==> src/rtl/tap_scan_driver.sv <==
// tap_scan_driver: host-side JTAG user-DR scan initiator.
// Turns write/read word commands into TAP state strobes, drives TDI
// and reassembles TDO bits into read results.
//
// Ports:
//   tck, test_logic_reset            clock, synchronous active-high reset
//   cmd_valid/cmd_ready              command handshake
//   cmd_read, cmd_data               scan type and write payload
//   tdi, tdo                         serial data to / from the user logic
//   ir_is_user, run_test_idle        TAP status (registered)
//   capture_dr, shift_dr, update_dr  DR strobes (registered, one-hot)
//   rsp_valid, rsp_data              read result pulse and held value
module tap_scan_driver #(
    parameter int WRITE_WIDTH = 8,
    parameter int READ_WIDTH  = 16,
    parameter int IDLE_GAP    = 1
) (
    input  logic                   tck,
    input  logic                   test_logic_reset,
    input  logic                   cmd_valid,
    output logic                   cmd_ready,
    input  logic                   cmd_read,
    input  logic [WRITE_WIDTH-1:0] cmd_data,
    output logic                   tdi,
    input  logic                   tdo,
    output logic                   ir_is_user,
    output logic                   run_test_idle,
    output logic                   capture_dr,
    output logic                   shift_dr,
    output logic                   update_dr,
    output logic                   rsp_valid,
    output logic [READ_WIDTH-1:0]  rsp_data
);

    localparam int MAXW = (WRITE_WIDTH > READ_WIDTH) ? WRITE_WIDTH
                                                     : READ_WIDTH;
    localparam int CW   = $clog2(MAXW + 1);
    localparam int GW   = $clog2(IDLE_GAP + 1);

    typedef enum logic [2:0] {
        S_RESET,
        S_IDLE,
        S_CAPTURE,
        S_SHIFT,
        S_EXIT,
        S_UPDATE
    } state_t;

    state_t                 state;
    logic                   is_read;
    logic [CW-1:0]          cnt;
    logic [GW-1:0]          idle_cnt;
    logic [WRITE_WIDTH-1:0] wsr;
    logic [READ_WIDTH-1:0]  rsr;

    always_ff @(posedge tck) begin
        if (test_logic_reset) begin
            state         <= S_RESET;
            is_read       <= 1'b0;
            cnt           <= '0;
            idle_cnt      <= '0;
            wsr           <= '0;
            rsr           <= '0;
            cmd_ready     <= 1'b0;
            tdi           <= 1'b0;
            ir_is_user    <= 1'b0;
            run_test_idle <= 1'b0;
            capture_dr    <= 1'b0;
            shift_dr      <= 1'b0;
            update_dr     <= 1'b0;
            rsp_valid     <= 1'b0;
            rsp_data      <= '0;
        end else begin
            rsp_valid <= 1'b0;
            unique case (state)
                S_RESET: begin
                    state         <= S_IDLE;
                    ir_is_user    <= 1'b1;
                    run_test_idle <= 1'b1;
                    idle_cnt      <= GW'(1);
                    cmd_ready     <= (IDLE_GAP <= 1);
                end
                S_IDLE: begin
                    if (cmd_valid && cmd_ready) begin
                        state         <= S_CAPTURE;
                        is_read       <= cmd_read;
                        wsr           <= cmd_data;
                        cnt           <= cmd_read ? CW'(READ_WIDTH - 1)
                                                  : CW'(WRITE_WIDTH - 1);
                        cmd_ready     <= 1'b0;
                        run_test_idle <= 1'b0;
                        capture_dr    <= 1'b1;
                    end else if (idle_cnt < GW'(IDLE_GAP)) begin
                        // Count IDLE cycles until the minimum gap is met.
                        idle_cnt  <= idle_cnt + GW'(1);
                        cmd_ready <= (idle_cnt + GW'(1) >= GW'(IDLE_GAP));
                    end
                end
                S_CAPTURE: begin
                    state      <= S_SHIFT;
                    capture_dr <= 1'b0;
                    shift_dr   <= 1'b1;
                    tdi        <= !is_read && wsr[0];
                    wsr        <= wsr >> 1;
                end
                S_SHIFT: begin
                    // The edge ending each shift cycle captures tdo.
                    if (is_read) begin
                        rsr <= {tdo, rsr[READ_WIDTH-1:1]};
                    end
                    if (cnt == '0) begin
                        state    <= S_EXIT;
                        shift_dr <= 1'b0;
                        tdi      <= 1'b0;
                    end else begin
                        cnt <= cnt - CW'(1);
                        tdi <= !is_read && wsr[0];
                        wsr <= wsr >> 1;
                    end
                end
                S_EXIT: begin
                    state     <= S_UPDATE;
                    update_dr <= 1'b1;
                    if (is_read) begin
                        rsp_valid <= 1'b1;
                        rsp_data  <= rsr;
                    end
                end
                S_UPDATE: begin
                    state         <= S_IDLE;
                    update_dr     <= 1'b0;
                    run_test_idle <= 1'b1;
                    idle_cnt      <= GW'(1);
                    cmd_ready     <= (IDLE_GAP <= 1);
                end
                default: begin
                    state <= S_RESET;
                end
            endcase
        end
    end

endmodule

==> config.mk <==
export PLATFORM = sky130hd
export DESIGN_NAME = tap_scan_driver
export DESIGN_NICKNAME = d
export VERILOG_FILES = /design/src/rtl/tap_scan_driver.sv
export SDC_FILE = /design/constraint.sdc
export NUM_CORES = 1
export LEC_CHECK = 0
export CAP_MARGIN = 0
export CORE_MARGIN = 8
export CORE_UTILIZATION = 47
export DETAILED_ROUTE_END_ITERATION = 12
export PLACE_DENSITY = 0.8
export SYNTH_ARGS = -nofsm -noshare
export SYNTH_HDL_FRONTEND = slang
export SYNTH_SLANG_ARGS = --single-unit
==> constraint.sdc <==
create_clock -name tck -period 2.3 [get_ports tck]
set_input_delay 0.23 -clock tck [delete_from_list [all_inputs] [get_ports tck]]
set_output_delay 0.23 -clock tck [all_outputs]
set_load 0.005 [all_outputs]
======== Word level (Yosys, flattened, before mapping) ========
Cells that the tools add are included.
word-level totals
  register bits after elaboration ......... 58
  input port bits ......................... 13
  output and inout port bits .............. 24
  word-level logic and storage cells ...... 81
cells by class
  add/subtract/negate cells ............... 2
  $lt $le $gt $ge ......................... 2
  equality and inequality tests ........... 11
  mux-type cells .......................... 26
  bitwise gates (word level) .............. 1
  reduce and logical (&&, ||, !) cells .... 24
operators with widths
  kind                                                 number
  case mux 8 bit (3 select lines)                      1
  2-to-1 mux 8 bit                                     2
  AND reduction 2 bit                                  8
  case mux 3 bit (5 select lines)                      1
  case mux 1 bit (2 select lines)                      7
  2-to-1 mux 5 bit                                     2
  != test 2 bit, second input constant                 5
  case mux 5 bit (2 select lines)                      1
  nonzero test 2 bit                                   5
  2-to-1 mux 1 bit                                     9
  AND reduction 3 bit                                  3
  equality test 3 x 2 -> 1 bit, second input constant  2
  equality test 3 bit, second input constant           2
  2-to-1 mux 3 bit                                     2
  zero test 5 bit                                      1
  subtractor 5 x 1 -> 5 bit, second input constant     1
  2-to-1 mux 4 bit                                     1
  OR reduction 2 bit                                   2
  equality test 3 x 1 -> 1 bit, second input constant  1
  zero test 3 bit                                      1
  != test 3 bit, second input constant                 1
  nonzero test 3 bit                                   1
  logical AND 1 bit                                    2
  adder 1 bit, second input constant                   1
  other kinds (4)                                      4

======== Depth between registers and ports, before layout ========
  depth in word-level cells ............... 5
  mapped depth ............................ 8
  gate-level depth less buffers ........... 6

======== Worst setup path before layout ========
OpenSTA, ideal clock, no wires.
  path type ............................... register to register
  start ................................... reg cnt[0]
  end ..................................... reg state[1]
  library setup time ...................... 0.129 ns
  data arrival time ....................... 1.506 ns
  data required time ...................... 2.171 ns
  path slack .............................. 0.665 ns
  stages on the path, launching flop included .. 8
  path through ............................ dfxtp_1 -> inv_1 -> ha_1 -> nor4b_4 -> o211ai_4 -> and2_4 -> buf_6 -> nor2b_1
on the way
  word-level cells in the longest chain between the ends .. 3
ends and longest elaborated chain
  item                                  RTL line  text
  start: declaration                    51        logic [CW-1:0] cnt;
  start signal: assignment              88        cnt <= cmd_read ? CW'(READ_WIDTH - 1)
  start signal: assignment              116       cnt <= cnt - CW'(1);
  zero test 5 bit                       111       if (cnt == '0) begin
  != test 2 bit (no source line)        -
  AND reduction 2 bit (no source line)  -
  end signal: assignment                112       state <= S_EXIT;
  end signal: assignment                122       state <= S_UPDATE;
  end signal: assignment                130       state <= S_IDLE;
  end: declaration                      49        state_t state;
No other way between the ends.
A chain may end at the register's enable or synchronous reset.

======== Worst setup path in the final report ========
  start ................................... reg cnt[0]
  end ..................................... reg wsr[3]
on the way
  word-level cells in the longest chain between the ends .. 3
ends and longest elaborated chain
  item                                  RTL line  text
  zero test 5 bit                       111
  != test 2 bit (no source line)        -
  AND reduction 3 bit (no source line)  -
  end signal: assignment                87        wsr <= cmd_data;
  end signal: assignment                104       wsr <= wsr >> 1;
  end signal: assignment                118       wsr <= wsr >> 1;
  end: declaration                      53        logic [WRITE_WIDTH-1:0] wsr;
No other way between the ends.

==> metrics.cfg <==
[sta]
setup_ws_ps=473
timing.max_slew.rel_slack=0.598
setup-violations-final=0
grt_setup_unrepaired=false
finalMaxSlewViolations=0
period_minus_slack_ps=1830
max_freq_ghz=0.547
fin_worst_skew_ps=9.77
tightest_slew_ps=602
setup_total_negative_slack_ps=0
finalHoldViolations=0
crit_share_post_route=0.794

[logic_synthesis]
netlist_area_um2=2330
ys_ff_latch=58
sequential_share_of_the_synthesized_area=0.498
synth_top_cells_by_area=dfxtp_1 50%, nand2_1 12%, a21oi_1 11%, a211oi_2 3.8%, mux2i_1 3.0%
async_reset_ff_frac=0
ys_dominant_reg_cell=dfxtp_1
synth_most_common_cell=nand2_1
synth.largest_area_cell=dfxtp_1
synth_largest_type_area_fraction=0.498
synthCells=275
synth.net_count=289
ys_types=38
synthesis.yosys.warnings=0
post_synth_most_frequent_cells=72 x nand2_1, 58 x dfxtp_1, 51 x a21oi_1, 15 x nor2_1, 9 x clkbuf_1
synth.avg_cell_area_um2=8.48
number_of_enable_type_register_cells_in_the_synthesized_netlist=0

[detailed_routing]
drt_iter0_drc=126
routed_wire_length_per_instance_um=13.8
post-route-drc-count=0
route.vias.total=1963
antenna_violating_nets_post_route=0
detail_route.first_pass.iterations=4
via_per_inst=5.21
wirelength_mm=5.21

[place]
post-place-ws_ps=495
io_buffer_count=36
place_hpwl_mm=3.43
finalWeightedCongestion=0.772
placement.cell_area_um2=2710

[pwr]
pwr_dens_nw_per_um2=750
net-switching-power_uw=527
comb_power_share=0.097
share_clk_of_total_power=0.409
ir_worst_vdd_mv=0.408
power.total_uw=2170
cellLeakagePower_uw=0.000955
swShare=0.243
intPower_uw=1640
power_frac_seq=0.494

[min_path]
min-delay-start=test_logic_reset
worst_hold_path_type=input port to flip-flop
timing.hold.worst_path_depth=2
hold_end=ir_is_user$_SDFFE_PP0N_

[grt]
number_of_antenna_violations_at_the_first_check_in_global_routing=0
grt_pass1_wl_mm=8.37
via_count_of_the_first_global_routing_pass=1741
grt_usage=0.142
grt_overflow_total=0
grt_max_degree=32

[clocking]
clockBufferDepth=2
cts_tree=done
cts.htree.levels=3
clk_root_buffer_cell=clkbuf_8
insertion_delay_ps=340
post_cts_resized=0
numCtsBuffers=9
buffers_inserted_by_post_cts_timing_repair=0
path_clk_slew_ps=70
cts_hold_repair.buffers=0
clock_sinks=58

[finish]
insertedDiodeCount=0
final_util=0.607
post-route-cell-area_um2=2890
multi_input_area_um2=1060
layout_nets=319
ff_latch_area_um2=1160
final_layout_size_suffix_gt1_frac=0.0871
area.growth.synth_to_final_pct=23.9
n_fill_cell=436

[die]
io_pins=37
core-area_um2=4750
std_cell_rows=25
die_x_um=86.4
initial_utilization=0.490
die_y_um=86.4
area_of_the_die_um2=7470

[setup_path]
critPathCaptureType=flip-flop
reg2reg_slack_ps=470
timing.critical_path.arrival_ps=2090
critPathLaunchType=flip-flop
worst-endpoint-required_ps=2560
crit_type=flip-flop to flip-flop
critical_path.max_fanout=9
beginning_of_the_worst_register_to_register_path=cnt[0]$_SDFFE_PP0P_
rr_endpoint=wsr[3]$_SDFFE_PP0P_
ff2ff_path_depth=6

[run]
maxCapViolCount=0

[status]
status=complete, no violations

==> power by group through the flow <==
| stage | Combinational (µW) | Sequential (µW) | Clock [µW] |
|---|---|---|---|
| 5_1_grt | 230 | 1080 | 942 |
| 4_1_cts | 212 | 1070 | 902 |
| 3_5_place_dp | 209 | 1090 | 0 |
| 2_1_floorplan | 154 | 1080 | 0 |
| 3_3_place_gp | 205 | 1090 | 0 |
| 6_report | 210 | 1070 | 885 |
==> placed cells by master, fill, tap and decap left out, drive strengths merged, types with 2 or more instances in the layout <==
cell	count
a21oi	51
a31oi	2
clkbuf	13
nor4b	2
nand2	72
dfxtp	58
nor2	15
mux2i	7
and2	3
nand3	2
nor3	3
a311oi	2
inv	6
o21ai	3
clkinv	2
clkdlybuf4s50	35
nand3b	2
a211oi	9
buf	3
nor2b	2
nand2b	4
==> worst max-delay path, stage by stage, from the launching register on <==
cell	delay, ps
dfxtp_1	340
inv_1	70
ha_1	210
nor4b_4	490
o211ai_4	200
and2_4	250
a211oi_2	190
==> layout make-up <==
cell class | instances | share of cell area
sequential | 58 | 0.402
tap | 67 | 0.0290
clock buffer | 13 | 0.0481
inverter | 6 | 0.00780
multi-input combinational | 192 | 0.367
timing repair buffer | 38 | 0.133
clock inverter | 3 | 0.0139
==> stage by stage <==
stage	hold slack, ps	instances
after floorplan	366	275
after global placement	438	361
after detailed placement	446	361
after CTS	353	377
after global routing	396	377
final	377	377
==> state kept, by name (all words and copies together) (netlist names) <==
register,cells
wsr,8
state,3
idle_cnt,1
tdi,1
capture_dr,1
cmd_ready,1
is_read,1
cnt,5
shift_dr,1
rsr,16
ir_is_user,1
run_test_idle,1
update_dr,1
rsp_data,16
rsp_valid,1
==> per-layer routing <==
layer | routed length [µm] | part of all wire | track usage
met4 | 82 | 0.016 | 0.0610
met5 | 0 | 0 | 0
met2 | 2260 | 0.43 | 0.205
met1 | 2550 | 0.49 | 0.180
met3 | 323 | 0.062 | 0.0614
==> logic make-up (layout without fill, tap and decap cells) <==
group | after synthesis | count (layout) | synth area share
flip-flops | 58 | 58 | 0.498
buffers and inverters | 25 | 60 | 0.0478
multiplexers | 7 | 7 | 0.0301
adder cells (fa/ha/maj) | 1 | 1 | 0.00537
AND/OR/NAND/NOR | 111 | 111 | 0.218
AO/OA/AOI/OAI | 73 | 73 | 0.201
==> worst max path at each step <==
stage | startpoint | endpoint | depth (start not counted)
6_report | cnt[0]$_SDFFE_PP0P_ | wsr[3]$_SDFFE_PP0P_ | 6
5_1_grt | state[1]$_SDFFE_PP0P_ | rsr[0]$_SDFFE_PP0P_ | 4
4_1_cts | cnt[0]$_SDFFE_PP0P_ | wsr[3]$_SDFFE_PP0P_ | 6
3_5_place_dp | cnt[0]$_SDFFE_PP0P_ | wsr[3]$_SDFFE_PP0P_ | 6
3_3_place_gp | cnt[0]$_SDFFE_PP0P_ | state[1]$_SDFFE_PP0P_ | 6
2_1_floorplan | cnt[0]$_SDFFE_PP0P_ | state[1]$_SDFFE_PP0P_ | 7
Power figures use the tool's default switching activity.
